### config.mk
export PLATFORM = sky130hd
export DESIGN_NAME = exhaustive_stim_capture
export DESIGN_NICKNAME = d
export VERILOG_FILES = /design/src/rtl/exhaustive_stim_capture.sv
export SDC_FILE = /design/constraint.sdc
export NUM_CORES = 1
export LEC_CHECK = 0
export BUFFER_PORTS_ARGS = -buffer_cell sky130_fd_sc_hd__buf_2
export CAP_MARGIN = 5
export CORE_UTILIZATION = 55
export CTS_BUF_LIST = sky130_fd_sc_hd__clkbuf_4
export DETAILED_ROUTE_END_ITERATION = 16
export PLACE_DENSITY = 0.86
export REMOVE_ABC_BUFFERS = 1
export SYNTH_ARGS = -nofsm -noshare
export SYNTH_HDL_FRONTEND = slang
export SYNTH_SLANG_ARGS = --single-unit
### constraint.sdc
create_clock -name CK -period 3.4 [get_ports CK]
set_clock_uncertainty 0.15 [all_clocks]
set_input_delay 0.68 -clock CK [delete_from_list [all_inputs] [get_ports CK]]
set_output_delay 0.68 -clock CK [all_outputs]
set_load 0.005 [all_outputs]
### src/rtl/exhaustive_stim_capture.sv
// Exhaustive pattern sweep engine: applies every N_IN-bit pattern, samples the DUT response
// after SETTLE cycles and queues {pattern, response} for a logger. Optional MISR via SIG_MISR_EN.
module exhaustive_stim_capture #(
    parameter int N_IN   = 2,
    parameter int N_OUT  = 1,
    parameter int SETTLE = 1,
    parameter int DEPTH  = 4
) (
    input  logic             CK,
    input  logic             reset,
    input  logic             start,
    output logic             busy,
    output logic             done,
    output logic [N_IN-1:0]  stim,
    input  logic [N_OUT-1:0] resp,
    output logic             rd_valid,
    input  logic             rd_ready,
    output logic [N_IN-1:0]  rd_pattern,
    output logic [N_OUT-1:0] rd_resp,
    output logic [15:0]      sig
);

    localparam int AW = $clog2(DEPTH);
    localparam int CW = (SETTLE > 1) ? $clog2(SETTLE) : 1;

    typedef enum logic [1:0] {S_IDLE, S_APPLY, S_DONE} state_t;

    state_t            state, state_nxt;
    logic [CW-1:0]     cnt;
    logic [AW-1:0]     wr_ptr, rd_ptr;
    logic [AW:0]       count;
    logic [N_IN-1:0]   pat_mem  [DEPTH];
    logic [N_OUT-1:0]  resp_mem [DEPTH];
    logic              start_ok, at_sample, pop, push, last;

    assign start_ok  = (state == S_IDLE) && start;
    assign at_sample = (state == S_APPLY) && (cnt == CW'(SETTLE - 1));
    assign pop       = rd_valid && rd_ready;
    // A full buffer still accepts the capture when the head leaves on the same edge.
    assign push      = at_sample && ((count != (AW+1)'(DEPTH)) || pop);
    assign last      = (stim == '1);

    always_ff @(posedge CK or negedge reset) begin
        if (!reset) state <= S_IDLE;
        else        state <= state_nxt;
    end

    always_comb begin
        state_nxt = state;
        busy      = 1'b0;
        done      = 1'b0;
        case (state)
            S_IDLE: begin
                if (start) state_nxt = S_APPLY;
            end
            S_APPLY: begin
                busy = 1'b1;
                if (push && last) state_nxt = S_DONE;
            end
            S_DONE: begin
                busy      = 1'b1;
                done      = 1'b1;
                state_nxt = S_IDLE;
            end
            default: state_nxt = S_IDLE;
        endcase
    end

    // Settle counter parks at SETTLE-1 while the buffer is full, so the capture retries.
    always_ff @(posedge CK or negedge reset) begin
        if (!reset) begin
            stim <= '0;
            cnt  <= '0;
        end else if (start_ok) begin
            stim <= '0;
            cnt  <= '0;
        end else if (state == S_APPLY) begin
            if (!at_sample) begin
                cnt <= cnt + CW'(1);
            end else if (push && !last) begin
                stim <= stim + N_IN'(1);
                cnt  <= '0;
            end
        end
    end

    always_ff @(posedge CK or negedge reset) begin
        if (!reset) begin
            wr_ptr <= '0;
            rd_ptr <= '0;
            count  <= '0;
        end else begin
            if (push) wr_ptr <= wr_ptr + AW'(1);
            if (pop)  rd_ptr <= rd_ptr + AW'(1);
            case ({push, pop})
                2'b10:   count <= count + (AW+1)'(1);
                2'b01:   count <= count - (AW+1)'(1);
                default: count <= count;
            endcase
        end
    end

    always_ff @(posedge CK) begin
        if (push) begin
            pat_mem[wr_ptr]  <= stim;
            resp_mem[wr_ptr] <= resp;
        end
    end

    assign rd_valid   = (count != '0);
    assign rd_pattern = pat_mem[rd_ptr];
    assign rd_resp    = resp_mem[rd_ptr];

`ifdef SIG_MISR_EN
    logic [15:0] sig_r;

    always_ff @(posedge CK or negedge reset) begin
        if (!reset)        sig_r <= 16'h0000;
        else if (start_ok) sig_r <= 16'h0000;
        else if (push)     sig_r <= {sig_r[14:0], 1'b0} ^ (sig_r[15] ? 16'h1021 : 16'h0000) ^ 16'(resp);
    end

    assign sig = sig_r;
`else
    assign sig = 16'h0000;
`endif

endmodule
==> parameters.txt <==
Parameter                              Value

Synth
  Most numerous cell types in the synthesized netlist ... 16 x buf_4, 12 x dfrtp_1, 12 x edfxtp_1
  Number of different library cells in the post-synthesis netlist ... 30
  Fraction of synthesis flops using an asynchronous set or reset pin ... 0.5000
  Most used standard cell by instance count after synthesis ... buf_4
  Total number of yosys warnings ... 0
  Number of synthesized flops with an enable pin ... 12
  Sequential share of the synthesized area ... 0.4875
  Syn_area_per_cell ... 12.21 sq um
  Dominant synthesized flop cell ... edfxtp_1
  Post-synthesis sequential element count ... 24
  Area share of the largest cell type after synthesis ... 0.2659
  Dominant cell type by area after synthesis ... edfxtp_1
  Most area-consuming cells after synthesis ... edfxtp_1 27%, dfrtp_1 22%, ha_1 9.2%, buf_4 8.9%, mux4_2 5.0%
  Combined area of all synthesized cells ... 1355 sq um
  Count of mapped cells out of synthesis ... 111

Layout
  Final cell area excluding filler cells ... 1408 sq um
  Register Area ... 660.6 sq um
  Multi-input gate area in the final layout ... 599.3 sq um
  Fill cells ... 170
  Final Net Count ... 141
  Fraction of final layout cells sized beyond drive strength 1 ... 0.1935
  Number of cells in the finished layout apart from fillers ... 152
  # diodes ... 0
  Synth-to-Final Area Change ... 3.878%

Placed design
  Final RePlAce weighted congestion ... 0.7708
  Pre-CTS worst setup slack ... 1.031 ns
  Placed cell count ... 148
  Placed Instance Area ... 1378 sq um
  DP HPWL ... 1513 um
  Number of I/O port buffers ... 12

Worst setup path
  Number of buffers and inverters on the critical path ... 0
  CP Capture Type ... flip-flop
  Data arrival time of the critical path ... 2.46 ns
  Family of cells with the greatest summed delay on the critical path ... simple AND/OR/NAND/NOR gates
  RR Endpoint ... count[2]$_DFFE_PN0P_
  Startpoint-to-endpoint class of the critical path ... flip-flop to flip-flop
  Flop-to-flop setup slack ... 1.02 ns
  Worst path max stage delay ... 0.55 ns
  Startpoint kind of the worst setup timing path ... flip-flop
  Series of cell instances along the critical path ... or3_2 > nand2_1 > nor2_1 > fa_1 > nor3_1 > a21oi_1 > o221ai_1
  Beginning of the worst register-to-register path ... count[0]$_DFFE_PN0P_
  Critical Path Slowest Stage Cell ... or3_2
  Required time at the worst-slack endpoint ... 3.48 ns
  Number of cells traversed by the worst register-to-register path ... 7
  Largest fanout on the critical path ... 9

Route
  ANT nets after route ... 0
  Detailed Route WL ... 1942 um
  Detail-routed net length per standard cell ... 12.78 um
  Final routed DRC violation total ... 0
  Via-per-instance ratio ... 5.105
  Pre-Repair DR Iteration Count ... 4
  Starting DRC count in detailed routing ... 14
  Via total after detailed routing ... 776

STA
  Final Critical Period ... 2.381 ns
  Final worst slack ... 1.019 ns
  Achievable frequency ... 420.0 MHz
  Count of endpoints failing setup in the final report ... 0
  RSZ-0062 raised after global routing ... no
  Pins Over Slew Limit ... 0
  Setup tns final ... 0 ns
  Period utilisation layout ... 0.7003
  Final hold violation count ... 0

Die
  DIE AREA ... 2666 sq um
  Die Span X ... 51.64 um
  Height of the die ... 51.64 um
  Starting utilization of the core area ... 0.5954
  Ports ... 29
  Core region area ... 2276 sq um
  Num rows ... 17

Clock network
  Number of buffers inserted during clock tree synthesis ... 3
  Clock tree from TritonCTS ... yes
  Gates resized, CTS repair ... 0
  Clock edge transition at the registers on the reported setup and hold paths ... 0.13 ns
  Worst-case clock buffer depth ... 2
  Clk sink count ... 24
  Count of hold-fix buffers inserted at cts ... 0
  Root Driver ... clkbuf_4
  Clk_lat worst skew ... 0.31 ns
  Maximum level of the CTS H-tree ... 1
  Post-CTS Setup Inserts ... 0

Power and ir drop
  Switching share of power ... 0.3822
  Share of total power in combinational logic ... 0.442
  Clock network fraction of total power ... 0.114
  P_sw ... 455.6 uW
  Static leakage ... 0.6126 nW
  Areal power density over the cells ... 846.7 nW/um^2
  Overall power after layout ... 1.192 mW
  Sequential Power Share ... 0.445
  Design internal power ... 736.2 uW
  Maximum VDD drop ... 0.5420 mV

Global routing
  Global-route wire length before repair ... 3360 um
  Antenna violations before repair ... 0
  Total congestion overflow after global routing ... 0
  Maximum number of pins on one net before global-route repair ... 14
  Global-route usage over all layers ... 0.1784
  Via count of the first global-routing pass ... 741

Run
  Number of maximum-capacitance constraint violations ... 0

Run status
  Outcome ... finished, final reports clean

Min path
  Class of the tightest hold or removal check ... input pin to async pin
## per-layer routing
layer,GRT usage,up-vias,share of wire
met4,0.09459,0,0.023
li1,-,380,-
met5,0,-,0
met3,0.02632,4,0.048
met2,0.3009,33,0.48
met1,0.2201,359,0.45
## through the flow
| stage | hold slack, ns | utilization |
|---|---|---|
| 2_1_floorplan | 0.2344 | - |
| 3_3_place_gp | 0.3644 | 0.6053 |
| 3_5_place_dp | 0.3887 | 0.6053 |
| 4_1_cts | 0.07195 | 0.6185 |
| 5_1_grt | 0.08387 | 0.6185 |
| 6_report | 0.06802 | 0.6185 |
## cell families after synthesis
| logic type | share of synthesized area |
|---|---|
| AND/OR/NAND/NOR | 0.1191 |
| flip-flops | 0.4875 |
| buffers and inverters | 0.1117 |
| AO/OA/AOI/OAI | 0.05910 |
| adder cells (fa/ha/maj) | 0.1071 |
| XOR/XNOR | 0.03878 |
| multiplexers | 0.07386 |
| other | 0.002767 |
## sequential cells by signal, indices dropped and copies added (netlist names)
register and cells:
wr_ptr 2, resp_mem 4, pat_mem 8, rd_ptr 2, count 3, stim 2
cnt 1, state 2
## layout by cell type, fill, tap and decap left out, drive strengths merged, types with 3 or more instances in the layout
master  count
a21oi       3
and2        4
buf        12
clkbuf      4
conb       16
dfrtp      12
edfxtp     12
ha         10
inv         6
mux4        3
nand2       5
nand3       3
nor2        4
o21ai       5
xnor2       6
## worst max path at each step
stage | startpoint | end | slack, ns | cells past startpoint
after floorplan | count[0]$_DFFE_PN0P_ | count[2]$_DFFE_PN0P_ | 1.20 | 7
after global placement | count[0]$_DFFE_PN0P_ | count[2]$_DFFE_PN0P_ | 1.15 | 7
after detailed placement | count[0]$_DFFE_PN0P_ | count[2]$_DFFE_PN0P_ | 1.03 | 7
after CTS | count[0]$_DFFE_PN0P_ | count[2]$_DFFE_PN0P_ | 1.02 | 7
after global routing | state[1]$_DFFE_PN0P_ | count[2]$_DFFE_PN0P_ | 0.79 | 8
final | count[0]$_DFFE_PN0P_ | count[2]$_DFFE_PN0P_ | 1.02 | 7
## power by group through the flow
stage / sequential [mW] / combinational [mW] / clock [mW]
after floorplan: 0.510 / 0.397 / 0
after global placement: 0.527 / 0.498 / 0
after detailed placement: 0.538 / 0.527 / 0
after CTS: 0.531 / 0.531 / 0.142
after global routing: 0.547 / 0.601 / 0.148
final: 0.530 / 0.527 / 0.135
## worst reg2reg max path, cell delays in order, from the launching register on
cell	delay [ns]
dfrtp_1	0.52
or3_2	0.55
nand2_1	0.12
nor2_1	0.07
fa_1	0.43
nor3_1	0.20
a21oi_1	0.06
o221ai_1	0.19
## final cells by class
cell class              instances  area share
clock buffers                   4     0.02133
repair buffers                 12     0.04267
multi-input cells              78      0.4258
inverters                       6     0.01600
flip-flops and latches         24      0.4693
well taps                      28     0.02489
(Power assumes the default switching activity.)
